### src/rtl/tx_pkg.sv
// tx_pkg: mode encodings and state enum shared by the serializer and the engine FSMs.
package tx_pkg;
  localparam logic [2:0] MODE_IDLE_REL = 3'b000;
  localparam logic [2:0] MODE_SERIAL   = 3'b001;
  localparam logic [2:0] MODE_TBIT     = 3'b011;
  typedef enum logic [1:0] {ST_IDLE, ST_LOAD, ST_SERIAL, ST_TBIT} state_e;
endpackage

### src/rtl/tx_serializer_if.sv
// tx_serializer_if: request and serial-bus bundle between the CCC engine (master) and the serializer (slave).
interface tx_serializer_if;
  logic       i_tx_en;
  logic [2:0] i_tx_mode;
  logic [7:0] i_regf_data;
  logic       i_scl_neg_edge;
  logic       o_sda;
  logic       o_sda_oe;
  logic       o_tx_mode_done;
  logic       o_busy;
  modport master (output i_tx_en, i_tx_mode, i_regf_data, i_scl_neg_edge,
                  input o_sda, o_sda_oe, o_tx_mode_done, o_busy);
  modport slave (input i_tx_en, i_tx_mode, i_regf_data, i_scl_neg_edge,
                 output o_sda, o_sda_oe, o_tx_mode_done, o_busy);
endinterface

### src/rtl/tx_parity.sv
// tx_parity: odd-parity bit of a byte (1 when the popcount is even).
module tx_parity (
  input  logic [7:0] data,
  output logic       parity
);
  assign parity = ~^data;
endmodule

### src/rtl/tx_serializer.sv
// tx_serializer: shifts a register-file byte out MSB first on SCL falling edges, or releases the bus.
// Define TX_SERIALIZER_TBIT_EN to add the parity T-bit mode (otherwise mode 011 is a release).
module tx_serializer
  import tx_pkg::*;
(
  input logic            i_clk,
  input logic            i_rst,
  tx_serializer_if.slave bus
);
  state_e state, state_n;
  logic [7:0] shift, shift_n;
  logic [2:0] cnt, cnt_n;
  logic sda, sda_n, oe, oe_n, done, done_n;
  logic tbit_go, par;
`ifdef TX_SERIALIZER_TBIT_EN
  logic [7:0] last_byte;
  assign tbit_go = bus.i_tx_mode == MODE_TBIT;
  tx_parity u_parity (.data(last_byte), .parity(par));
  always_ff @(posedge i_clk or posedge i_rst)
    if (i_rst) last_byte <= '0;
    else if (state == ST_LOAD) last_byte <= bus.i_regf_data;
`else
  assign tbit_go = 1'b0;
  assign par = 1'b1;
`endif
  always_ff @(posedge i_clk or posedge i_rst)
    if (i_rst) begin
      state <= ST_IDLE;
      shift <= '0;
      cnt   <= '0;
      sda   <= 1'b1;
      oe    <= 1'b0;
      done  <= 1'b0;
    end else begin
      state <= state_n;
      shift <= shift_n;
      cnt   <= cnt_n;
      sda   <= sda_n;
      oe    <= oe_n;
      done  <= done_n;
    end
  always_comb begin
    state_n = state;
    case (state)
      ST_IDLE:   if (bus.i_tx_en) state_n = bus.i_tx_mode == MODE_SERIAL ? ST_LOAD : tbit_go ? ST_TBIT : ST_IDLE;
      ST_LOAD:   state_n = ST_SERIAL;
      ST_SERIAL: if (bus.i_scl_neg_edge && cnt == 3'd7) state_n = ST_IDLE;
      default:   if (bus.i_scl_neg_edge) state_n = ST_IDLE;
    endcase
  end
  // sda/oe default to holding so a byte and its T-bit drive back to back
  always_comb begin
    shift_n = shift;
    cnt_n   = cnt;
    sda_n   = sda;
    oe_n    = oe;
    done_n  = 1'b0;
    case (state)
      ST_IDLE: if (bus.i_tx_en && bus.i_tx_mode != MODE_SERIAL) begin
        sda_n  = tbit_go ? par : 1'b1;
        oe_n   = tbit_go;
        done_n = !tbit_go;
      end
      ST_LOAD: begin
        shift_n = bus.i_regf_data;
        cnt_n   = '0;
        sda_n   = bus.i_regf_data[7];
        oe_n    = 1'b1;
      end
      ST_SERIAL: if (bus.i_scl_neg_edge) begin
        cnt_n   = cnt + 3'd1;
        shift_n = {shift[6:0], 1'b0};
        sda_n   = cnt == 3'd7 ? sda : shift[6];
        done_n  = cnt == 3'd7;
      end
      default: done_n = bus.i_scl_neg_edge;
    endcase
  end
  assign bus.o_sda          = sda;
  assign bus.o_sda_oe       = oe;
  assign bus.o_tx_mode_done = done;
  assign bus.o_busy         = state != ST_IDLE;
endmodule

### src/flat_wrapper.sv
// flat-port wrapper written by rule: the top's interface ports become plain ports
module tx_serializer_flat import tx_pkg::*;
  (i_clk, i_rst, bus_i_tx_en, bus_i_tx_mode, bus_i_regf_data, bus_i_scl_neg_edge, bus_o_sda, bus_o_sda_oe, bus_o_tx_mode_done, bus_o_busy);
  tx_serializer_if bus_i ();
  input logic i_clk;
  input logic i_rst;
  input wire logic [$bits(bus_i.i_tx_en)-1:0] bus_i_tx_en;
  input wire logic [$bits(bus_i.i_tx_mode)-1:0] bus_i_tx_mode;
  input wire logic [$bits(bus_i.i_regf_data)-1:0] bus_i_regf_data;
  input wire logic [$bits(bus_i.i_scl_neg_edge)-1:0] bus_i_scl_neg_edge;
  output wire logic [$bits(bus_i.o_sda)-1:0] bus_o_sda;
  output wire logic [$bits(bus_i.o_sda_oe)-1:0] bus_o_sda_oe;
  output wire logic [$bits(bus_i.o_tx_mode_done)-1:0] bus_o_tx_mode_done;
  output wire logic [$bits(bus_i.o_busy)-1:0] bus_o_busy;
  assign bus_i.i_tx_en = bus_i_tx_en;
  assign bus_i.i_tx_mode = bus_i_tx_mode;
  assign bus_i.i_regf_data = bus_i_regf_data;
  assign bus_i.i_scl_neg_edge = bus_i_scl_neg_edge;
  assign bus_o_sda = bus_i.o_sda;
  assign bus_o_sda_oe = bus_i.o_sda_oe;
  assign bus_o_tx_mode_done = bus_i.o_tx_mode_done;
  assign bus_o_busy = bus_i.o_busy;
  tx_serializer u_core (.i_clk(i_clk), .i_rst(i_rst), .bus(bus_i));
endmodule
### config.mk
export PLATFORM = sky130hd
export DESIGN_NAME = tx_serializer_flat
export DESIGN_NICKNAME = d
export VERILOG_FILES = /design/src/rtl/tx_pkg.sv /design/src/rtl/tx_serializer_if.sv /design/src/rtl/tx_parity.sv /design/src/rtl/tx_serializer.sv /design/src/flat_wrapper.sv
export SDC_FILE = /design/constraint.sdc
export NUM_CORES = 1
export LEC_CHECK = 0
export CAP_MARGIN = 20
export CORE_ASPECT_RATIO = 0.75
export CORE_MARGIN = 2
export CORE_UTILIZATION = 43
export DETAILED_ROUTE_END_ITERATION = 12
export GPL_ROUTABILITY_DRIVEN = 0
export PLACE_DENSITY = 0.76
export SLEW_MARGIN = 20
export SYNTH_ARGS = -nofsm -noshare
export SYNTH_HDL_FRONTEND = slang
export SYNTH_HIERARCHICAL = 1
export SYNTH_SLANG_ARGS = --single-unit
### constraint.sdc
create_clock -name i_clk -period 5.3 [get_ports i_clk]
set_input_delay 1.06 -clock i_clk [delete_from_list [all_inputs] [get_ports i_clk]]
set_output_delay 1.06 -clock i_clk [all_outputs]
set_load 0.01 [all_outputs]
# After elaboration in Yosys (flattened, before gate mapping)
# Cells that the tools add are included.
dict set report op_classes {
  n_addsub 1
  multipliers 0
  div_mod_pow 0
  n_lt_le_gt_ge 0
  eq_ne 10
  shift 0
  mux 18
  n_bitwise 0
  reduce_logical 12
}
# op n
set ops {}
lappend ops {{$pmux W7 S2} 1}
lappend ops {{$mux W1} 7}
lappend ops {{$mux W7} 1}
lappend ops {{$mux W2} 3}
lappend ops {{$ne A2 B2 Y1 const B} 3}
lappend ops {{$pmux W1 S3} 2}
lappend ops {{$pmux W2 S3} 1}
lappend ops {{$pmux W3 S2} 1}
lappend ops {{$reduce_bool A2 Y1} 3}
lappend ops {{$ne A2 B1 Y1 const B} 2}
lappend ops {{$reduce_and A2 Y1} 2}
lappend ops {{$reduce_and A4 Y1} 1}
lappend ops {{$reduce_bool A4 Y1} 1}
lappend ops {{$add A3 B1 Y3 const B} 1}
lappend ops {{$eq A3 B1 Y1 const B} 1}
lappend ops {{$eq A3 B3 Y1 const B} 1}
lappend ops {{$mux W3} 1}
lappend ops {{$ne A3 B1 Y1 const B} 1}
lappend ops {{$reduce_and A3 Y1} 1}
lappend ops {{$reduce_bool A3 Y1} 1}
lappend ops {{$eq A2 B1 Y1 const B} 1}
lappend ops {{$eq A2 B2 Y1 const B} 1}
lappend ops {{$logic_and A1 B1 Y1} 2}
lappend ops {{$logic_not A2 Y1} 1}
lappend ops {{$pmux W1 S2} 1}
dict set report totals {
  ff_bits 15
  latch_bits 0
  mem_bits_rw 0
  mem_bits_ro 0
  inputBits 15
  out_inout_bits 4
  elab_cells 47
  n_memories 0
}

# Depth between registers and ports, before layout
# Gate-level depths: netlist of the first run.
dict set report depth {
  ltp_word 4
  ltp_mapped 6
  depth_no_buf 5
}

# Worst setup path after synthesis of the first run
# No wires, ideal clock.
dict set report synth_path {
  kind {input port to flip-flop}
  startpoint {in bus_i_tx_mode[2]}
  endpoint {reg u_core.sda, in the netlist u_core/bus.o_sda}
  setup_time_ns 0.085
  t_arrival_ns 1.820
  required_ns 5.215
  path_slack_ns 3.395
  stages 3
  path_buffers 0
  path_cell_list {and4bb_2 > a2111oi_4 > mux2_1}
}
dict set report synth_between {
  elab_chain_len 4
}
# item line_no
set synth_rtl {}
lappend synth_rtl {{from (decl)} flat_wrapper.sv:8} ;# input wire logic [$bits(bus_i.i_tx_mode)-1:0] bus_i_tx_mode;
lappend synth_rtl {{$ne A3 B1 Y1} tx_serializer.sv:59} ;# ST_IDLE: if (bus.i_tx_en && bus.i_tx_mode != MODE_SERIAL) begin
lappend synth_rtl {{$logic_and A1 B1 Y1} tx_serializer.sv:59}
lappend synth_rtl {{$ne A2 B1 Y1 (no line)} --}
lappend synth_rtl {{$reduce_and A4 Y1 (no line)} --}
lappend synth_rtl {{to (signal assigned)} tx_serializer.sv:38} ;# sda <= sda_n;
lappend synth_rtl {{to (decl)} tx_serializer.sv:13} ;# logic sda, sda_n, oe, oe_n, done, done_n;
# Every way passes these cells.
# A chain may end at the register's enable or synchronous reset.

# Worst setup path after layout of the first run
dict set report layout_path {
  startpoint {reg u_core.state[0]}
  endpoint {out bus_o_busy}
}
dict set report layout_between {
  elab_chain_len 1
}
# item line_no
set layout_rtl {}
lappend layout_rtl {{from (decl)} tx_serializer.sv:10} ;# state_e state, state_n;
lappend layout_rtl {{from (signal assigned)} tx_serializer.sv:35} ;# state <= state_n;
lappend layout_rtl {{$reduce_bool A2 Y1} tx_serializer.sv:82} ;# assign bus.o_busy = state != ST_IDLE;
lappend layout_rtl {{to (decl)} flat_wrapper.sv:14} ;# output wire logic [$bits(bus_i.o_busy)-1:0] bus_o_busy;
# Every way passes these cells.

==> results of run 1 <==
==> final timing paths <==
check                                       startpoint                           end
min reg2reg                  u_core/cnt[1]$_DFFE_PP0P_     u_core/cnt[1]$_DFFE_PP0P_
min in group asynchronous                        i_rst   u_core/state[0]$_DFFE_PP0P_
max reg2reg                u_core/state[0]$_DFFE_PP0P_   u_core/shift[5]$_DFFE_PP0P_
max                        u_core/state[0]$_DFFE_PP0P_                    bus_o_busy
max in group asynchronous                        i_rst  u_core/bus.o_sda$_DFFE_PP1P_
min                          u_core/cnt[1]$_DFFE_PP0P_     u_core/cnt[1]$_DFFE_PP0P_
==> sequential cells by signal (all words and copies together), names as in the netlist <==
name and count:
u_core/bus.o_sda 1, u_core/cnt 3, u_core/shift 7, u_core/state 2, u_core/bus.o_tx_mode_done 1, u_core/bus.o_sda_oe 1
==> synthesized netlist by cell type <==
cell type and n:
a2111oi_4 1, a211oi_2 1, a21o_1 2, a21oi_1 2, a22o_1 1, a22oi_1 1
a2bb2oi_1 1, a32o_1 1, and4_1 2, and4bb_2 1, buf_2 1, dfrtp_1 14
dfstp_2 1, ha_1 7, inv_1 6, inv_2 1, mux2_1 2, mux2_2 13
nand2_1 2, nand2b_2 1, nor2_1 2, nor2b_1 1, nor3_1 1, o21ai_4 1
o22ai_1 1, o311ai_0 1
==> final cells by class <==
cell class	count	area, sq um	area share, %
clock buffers	4	26.28	2.411
inverters	7	26.28	2.411
multi-input cells	45	452.9	41.56
flip-flops and latches	15	376.6	34.56
well taps	22	27.53	2.526
repair buffers	18	180.2	16.53
==> critical path, delay by kind of cell, from the launching register on <==
kind                     cells  cell delay (ns)
buffers and inverters        3             0.69
adder cells (fa/ha/maj)      1             0.26
flip-flops                   1             0.44
==> metrics by stage <==
step / cells / util, % / cell area (sq um) / setup WS [ns] / total power, mW
finish: 111 / 60.36 / 1090 / 2.577 / 0.5643
global route: 111 / 60.36 / 1090 / 2.507 / 0.6051
CTS: 111 / 60.36 / 1090 / 2.569 / 0.5692
detailed placement: 107 / 58.91 / 1064 / 2.681 / 0.5026
global placement: 107 / 58.91 / 1064 / 2.727 / 0.4910
floorplan: 68 / - / 860.8 / 3.395 / 0.4136
==> cell families (layout without fill, tap and decap cells) <==
group,Yosys count,after routing,synth area share [%]
muxes,15,15,19.62
DFF,15,15,43.75
AOI/OAI and AO/OA,13,13,15.26
and+or+nand+nor,10,10,7.559
buffers and inverters,8,29,3.633
adders and majority gates,7,7,10.17
==> placed cells by master (no fill, tap or decap), drive strengths merged, types with 2 or more instances in the layout <==
master,count
clkdlybuf4s50,18
mux2,15
dfrtp,14
ha,7
inv,7
clkbuf,4
nand2,2
nor2,2
a21oi,2
and4,2
a21o,2
==> power by group <==
group	switching, mW	internal, mW
Sequential	0.0287	0.168
Clock	0.0351	0.0292
Combinational	0.138	0.166
==> layer usage <==
layer | up-vias | track usage, % | wire, microns
li1 | 287 | - | -
met1 | 297 | 18.63 | 731
met2 | 14 | 27.14 | 801
met3 | 2 | 6.707 | 79
met4 | 0 | 4.878 | 27
met5 | - | 0 | 0
==> flow_metrics.py, run 1 <==
metrics = {
    "clock_tree": {
        "cts_made_buffers": 3,
        "cts_root_buf": "clkbuf_4",
        "cts_setup_buffers": 0,
        "clock_path_buffers": 2,
        "path_clk_slew_ns": 0.09,
        "cts_sinks": 15,
        "htreeDepth": 1,
        "clock_latency_ns": 0.28,
        "cts-resized-gates": 0,
        "cts_tree": "done",
        "ctsHoldBuffers": 0,
    },
    "critical_path": {
        "cp.required_ns": 4.24,
        "end_kind": "output pin",
        "crit_type": "register to output pin",
        "cp.arrival_ns": 1.66,
        "cpMostUsedCell": "inv_1",
        "crit_chain": "inv_1 > ha_1 > inv_1 > clkdlybuf4s50_1",
        "crit_path_top_delay_cell": "clkdlybuf4s50_1",
        "rr_worst_depth": 5,
        "critPathMaxStageDelay_ns": 0.53,
        "ff2ff_setup_slack_ns": 3.21,
        "worstPathMaxFanout": 5,
        "start_kind": "register",
    },
    "pwr": {
        "p_per_area_nw_per_um2": 517.8,
        "leakagePower_nw": 0.4944,
        "ir_drop_uv": 266.0,
    },
    "flow_run": {
        "drv_cap": 0,
    },
    "placed_design": {
        "hpwl_microns": 1313,
        "place.port_buffers": 18,
    },
    "drt": {
        "routed_wl_microns": 1639,
        "final_antenna_net_count": 0,
        "via_per_inst": 5.405,
        "drt_iter0_drc": 8,
        "drc": 0,
        "first_pass_iters": 3,
        "avgRoutedWirePerCell_microns": 14.77,
        "vias": 600,
    },
    "synthesis": {
        "synth_top_area_share_pct": 40.70,
        "synth_warnings": 6,
        "synth_area_sq_um": 860.8,
        "synth_cell_types": 26,
        "seq_area_frac_synth_pct": 43.75,
        "ys_seq_elements": 15,
        "synth_nets": 90,
        "syn_inst": 68,
        "ys_top_cells_by_area": "dfrtp_1 41%, mux2_2 17%, ha_1 10%",
        "synth_top_area_cell": "dfrtp_1",
        "syn_area_per_cell_sq_um": 12.66,
    },
    "timing": {
        "final-hold-violation-count": 0,
        "fmax_mhz": 367.2,
        "fin_tns_setup_ns": 0,
        "skew_ns": 0.003449,
        "min_period_over_period_pct": 51.38,
        "period_needed_ns": 2.723,
        "worst_pin_slew_ns": 0.6083,
        "hold_ws_ns": 0.5106,
        "setup_viol": 0,
        "worst_slew_margin_rel_pct": 59.45,
        "rsz0062_at_grt": "false",
        "slew_violations": 0,
    },
    "floorplanning": {
        "die_w_microns": 55.67,
        "io_pins": 19,
        "core_sq_um": 1805,
        "start_util_pct": 47.68,
        "die_h_microns": 42.75,
        "num_rows": 13,
        "die_area_sq_um": 2380,
    },
    "layout": {
        "nets": 112,
        "drive_gt1_share_pct": 25.84,
        "filler_cell_count": 154,
        "antenna_cells": 0,
        "area_growth_pct": 26.60,
    },
    "grt": {
        "grt_pass1_wl_microns": 2877,
        "grt.overflow.total": 0,
        "grt_max_degree": 16,
        "grt_usage_pct": 16.04,
        "grt_pass1_vias": 618,
        "antenna_found_initial": 0,
    },
    "min_path": {
        "hp-class": "register to register",
        "hold_path_depth": 1,
    },
    "status": {
        "status": "completed",
    },
}
(Power assumes the default switching activity.)
==> run 2, diff against run 1 <==
==> constraint.sdc (replaced) <==
create_clock -name i_clk -period 2.65 [get_ports i_clk]
set_input_delay 0.53 -clock i_clk [delete_from_list [all_inputs] [get_ports i_clk]]
set_output_delay 0.53 -clock i_clk [all_outputs]
set_load 0.01 [all_outputs]
==> flow_metrics.py, run 2 (synthesized netlist as in run 1, its figures left out) <==
metrics = {
    "layout": {
        "final_cells": 111,
        "final_cell_mix": "18 x clkdlybuf4s50_1, 14 x dfrtp_1, 13 x mux2_2, 7 x ha_1, 6 x inv_1",
        "largest_reg_flops": 7,
        "drive_gt1_share_pct": 26.97,
        "top_register": "u_core/shift",
        "filler_cell_count": 158,
        "largest_registers": "u_core/shift (7), u_core/cnt (3), u_core/state (2)",
        "antenna_cells": 0,
        "stdcell_area_sq_um": 1091,
        "area_growth_pct": 26.74,
        "final_common_cell": "clkdlybuf4s50_1",
        "nets": 112,
    },
    "status": {
        "status": "completed",
    },
    "floorplanning": {
        "die_w_microns": 55.67,
        "io_pins": 19,
        "core_sq_um": 1805,
        "die_h_microns": 42.75,
        "num_rows": 13,
        "start_util_pct": 47.68,
        "die_area_sq_um": 2380,
    },
    "drt": {
        "final_antenna_net_count": 0,
        "avgRoutedWirePerCell_microns": 14.65,
        "routed_wl_microns": 1626,
        "vias": 595,
        "first_pass_iters": 4,
        "drc": 0,
        "drt_iter0_drc": 10,
        "via_per_inst": 5.360,
    },
    "grt": {
        "grt_max_degree": 16,
        "grt_usage_pct": 15.74,
        "antenna_found_initial": 0,
        "grt_pass1_wl_microns": 2773,
        "grt.overflow.total": 0,
        "grt_pass1_vias": 614,
    },
    "clock_tree": {
        "htreeDepth": 1,
        "path_clk_slew_ns": 0.09,
        "clock_path_buffers": 2,
        "cts-resized-gates": 0,
        "clock_latency_ns": 0.28,
        "cts_sinks": 15,
        "cts_root_buf": "clkbuf_4",
        "ctsHoldBuffers": 0,
        "cts_made_buffers": 3,
        "cts_setup_buffers": 0,
        "cts_tree": "done",
    },
    "min_path": {
        "min_from": "u_core/cnt[2]$_DFFE_PP0P_",
        "hold_end": "u_core/cnt[2]$_DFFE_PP0P_",
        "hold_path_depth": 1,
        "hp-class": "register to register",
    },
    "timing": {
        "fin_tns_setup_ns": 0,
        "min_period_over_period_pct": 82.84,
        "worst_slew_margin_rel_pct": 57.75,
        "rsz0062_at_grt": "false",
        "worst_pin_slew_ns": 0.6338,
        "setup_viol": 0,
        "final-hold-violation-count": 0,
        "skew_ns": 0.004885,
        "slew_violations": 0,
        "fmax_mhz": 455.5,
        "period_needed_ns": 2.195,
    },
    "pwr": {
        "p_per_area_nw_per_um2": 1037,
        "leakagePower_nw": 0.4972,
        "ir_drop_uv": 577.5,
    },
    "placed_design": {
        "place.port_buffers": 18,
        "hpwl_microns": 1308,
        "placed_cells": 107,
        "dpl_cell_area_sq_um": 1064,
    },
    "critical_path": {
        "crit_type": "register to output pin",
        "cp.arrival_ns": 1.67,
        "rr_worst_depth": 5,
        "ff2ff_setup_slack_ns": 0.55,
        "end_kind": "output pin",
        "r2r_end": "u_core/shift[1]$_DFFE_PP0P_",
        "crit_start": "u_core/state[0]$_DFFE_PP0P_",
        "r2r_start": "u_core/state[0]$_DFFE_PP0P_",
        "start_kind": "register",
        "cp.required_ns": 2.12,
        "worstPathMaxFanout": 5,
    },
    "flow_run": {
        "drv_cap": 0,
    },
}
==> run 2: worst max-delay path by stage <==
stage	depth (start not counted)	slack, ns	endpoint
after floorplan	5	0.95	u_core/shift[1]$_DFFE_PP0P_
after global placement	5	0.60	u_core/shift[3]$_DFFE_PP0P_
after detailed placement	5	0.54	u_core/shift[5]$_DFFE_PP0P_
after CTS	4	0.45	bus_o_busy
after global routing	4	0.37	bus_o_busy
final	4	0.45	bus_o_busy
==> run 2: through the flow <==
| stage | utilization (%) | power, mW | worst slack (ns) | hold slack [ns] |
|---|---|---|---|---|
| 2_1_floorplan | - | 0.8271 | 0.9549 | 0.4308 |
| 3_3_place_gp | 58.91 | 0.9827 | 0.5953 | 0.4671 |
| 3_5_place_dp | 58.91 | 1.015 | 0.5370 | 0.4766 |
| 4_1_cts | 60.43 | 1.144 | 0.4520 | 0.4963 |
| 5_1_grt | 60.43 | 1.214 | 0.3703 | 0.5137 |
| 6_report | 60.43 | 1.132 | 0.4547 | 0.4893 |
==> run 2: metal layers <==
metal / wire (microns) / track usage [%]
met3: 83 / 6.707
met2: 841 / 27.14
met1: 692 / 18.49
met4: 8 / 2.927
met5: 0 / 0
==> run 2: power by group <==
| part | leakage, nW | switching (mW) | internal [mW] |
|---|---|---|---|
| logic | 0.295 | 0.279 | 0.333 |
| clock network | 0.0177 | 0.0734 | 0.0561 |
| registers | 0.185 | 0.0555 | 0.335 |
| total | 0.497 | 0.408 | 0.724 |
==> run 2: area by class of cell <==
class / instances / area [sq um] / area share [%]
flip-flops and latches: 15 / 376.6 / 34.52
repair buffers: 18 / 180.2 / 16.51
multi-input cells: 45 / 452.9 / 41.51
inverters: 7 / 26.28 / 2.408
well taps: 22 / 27.53 / 2.523
clock buffers: 3 / 22.52 / 2.064
clock inverters: 1 / 5.005 / 0.4587
==> run 2: critical path: stages (launching register included) <==
cell and delay (ns):
dfrtp_1 0.44, inv_1 0.09, ha_1 0.26, inv_1 0.07, clkdlybuf4s50_1 0.52
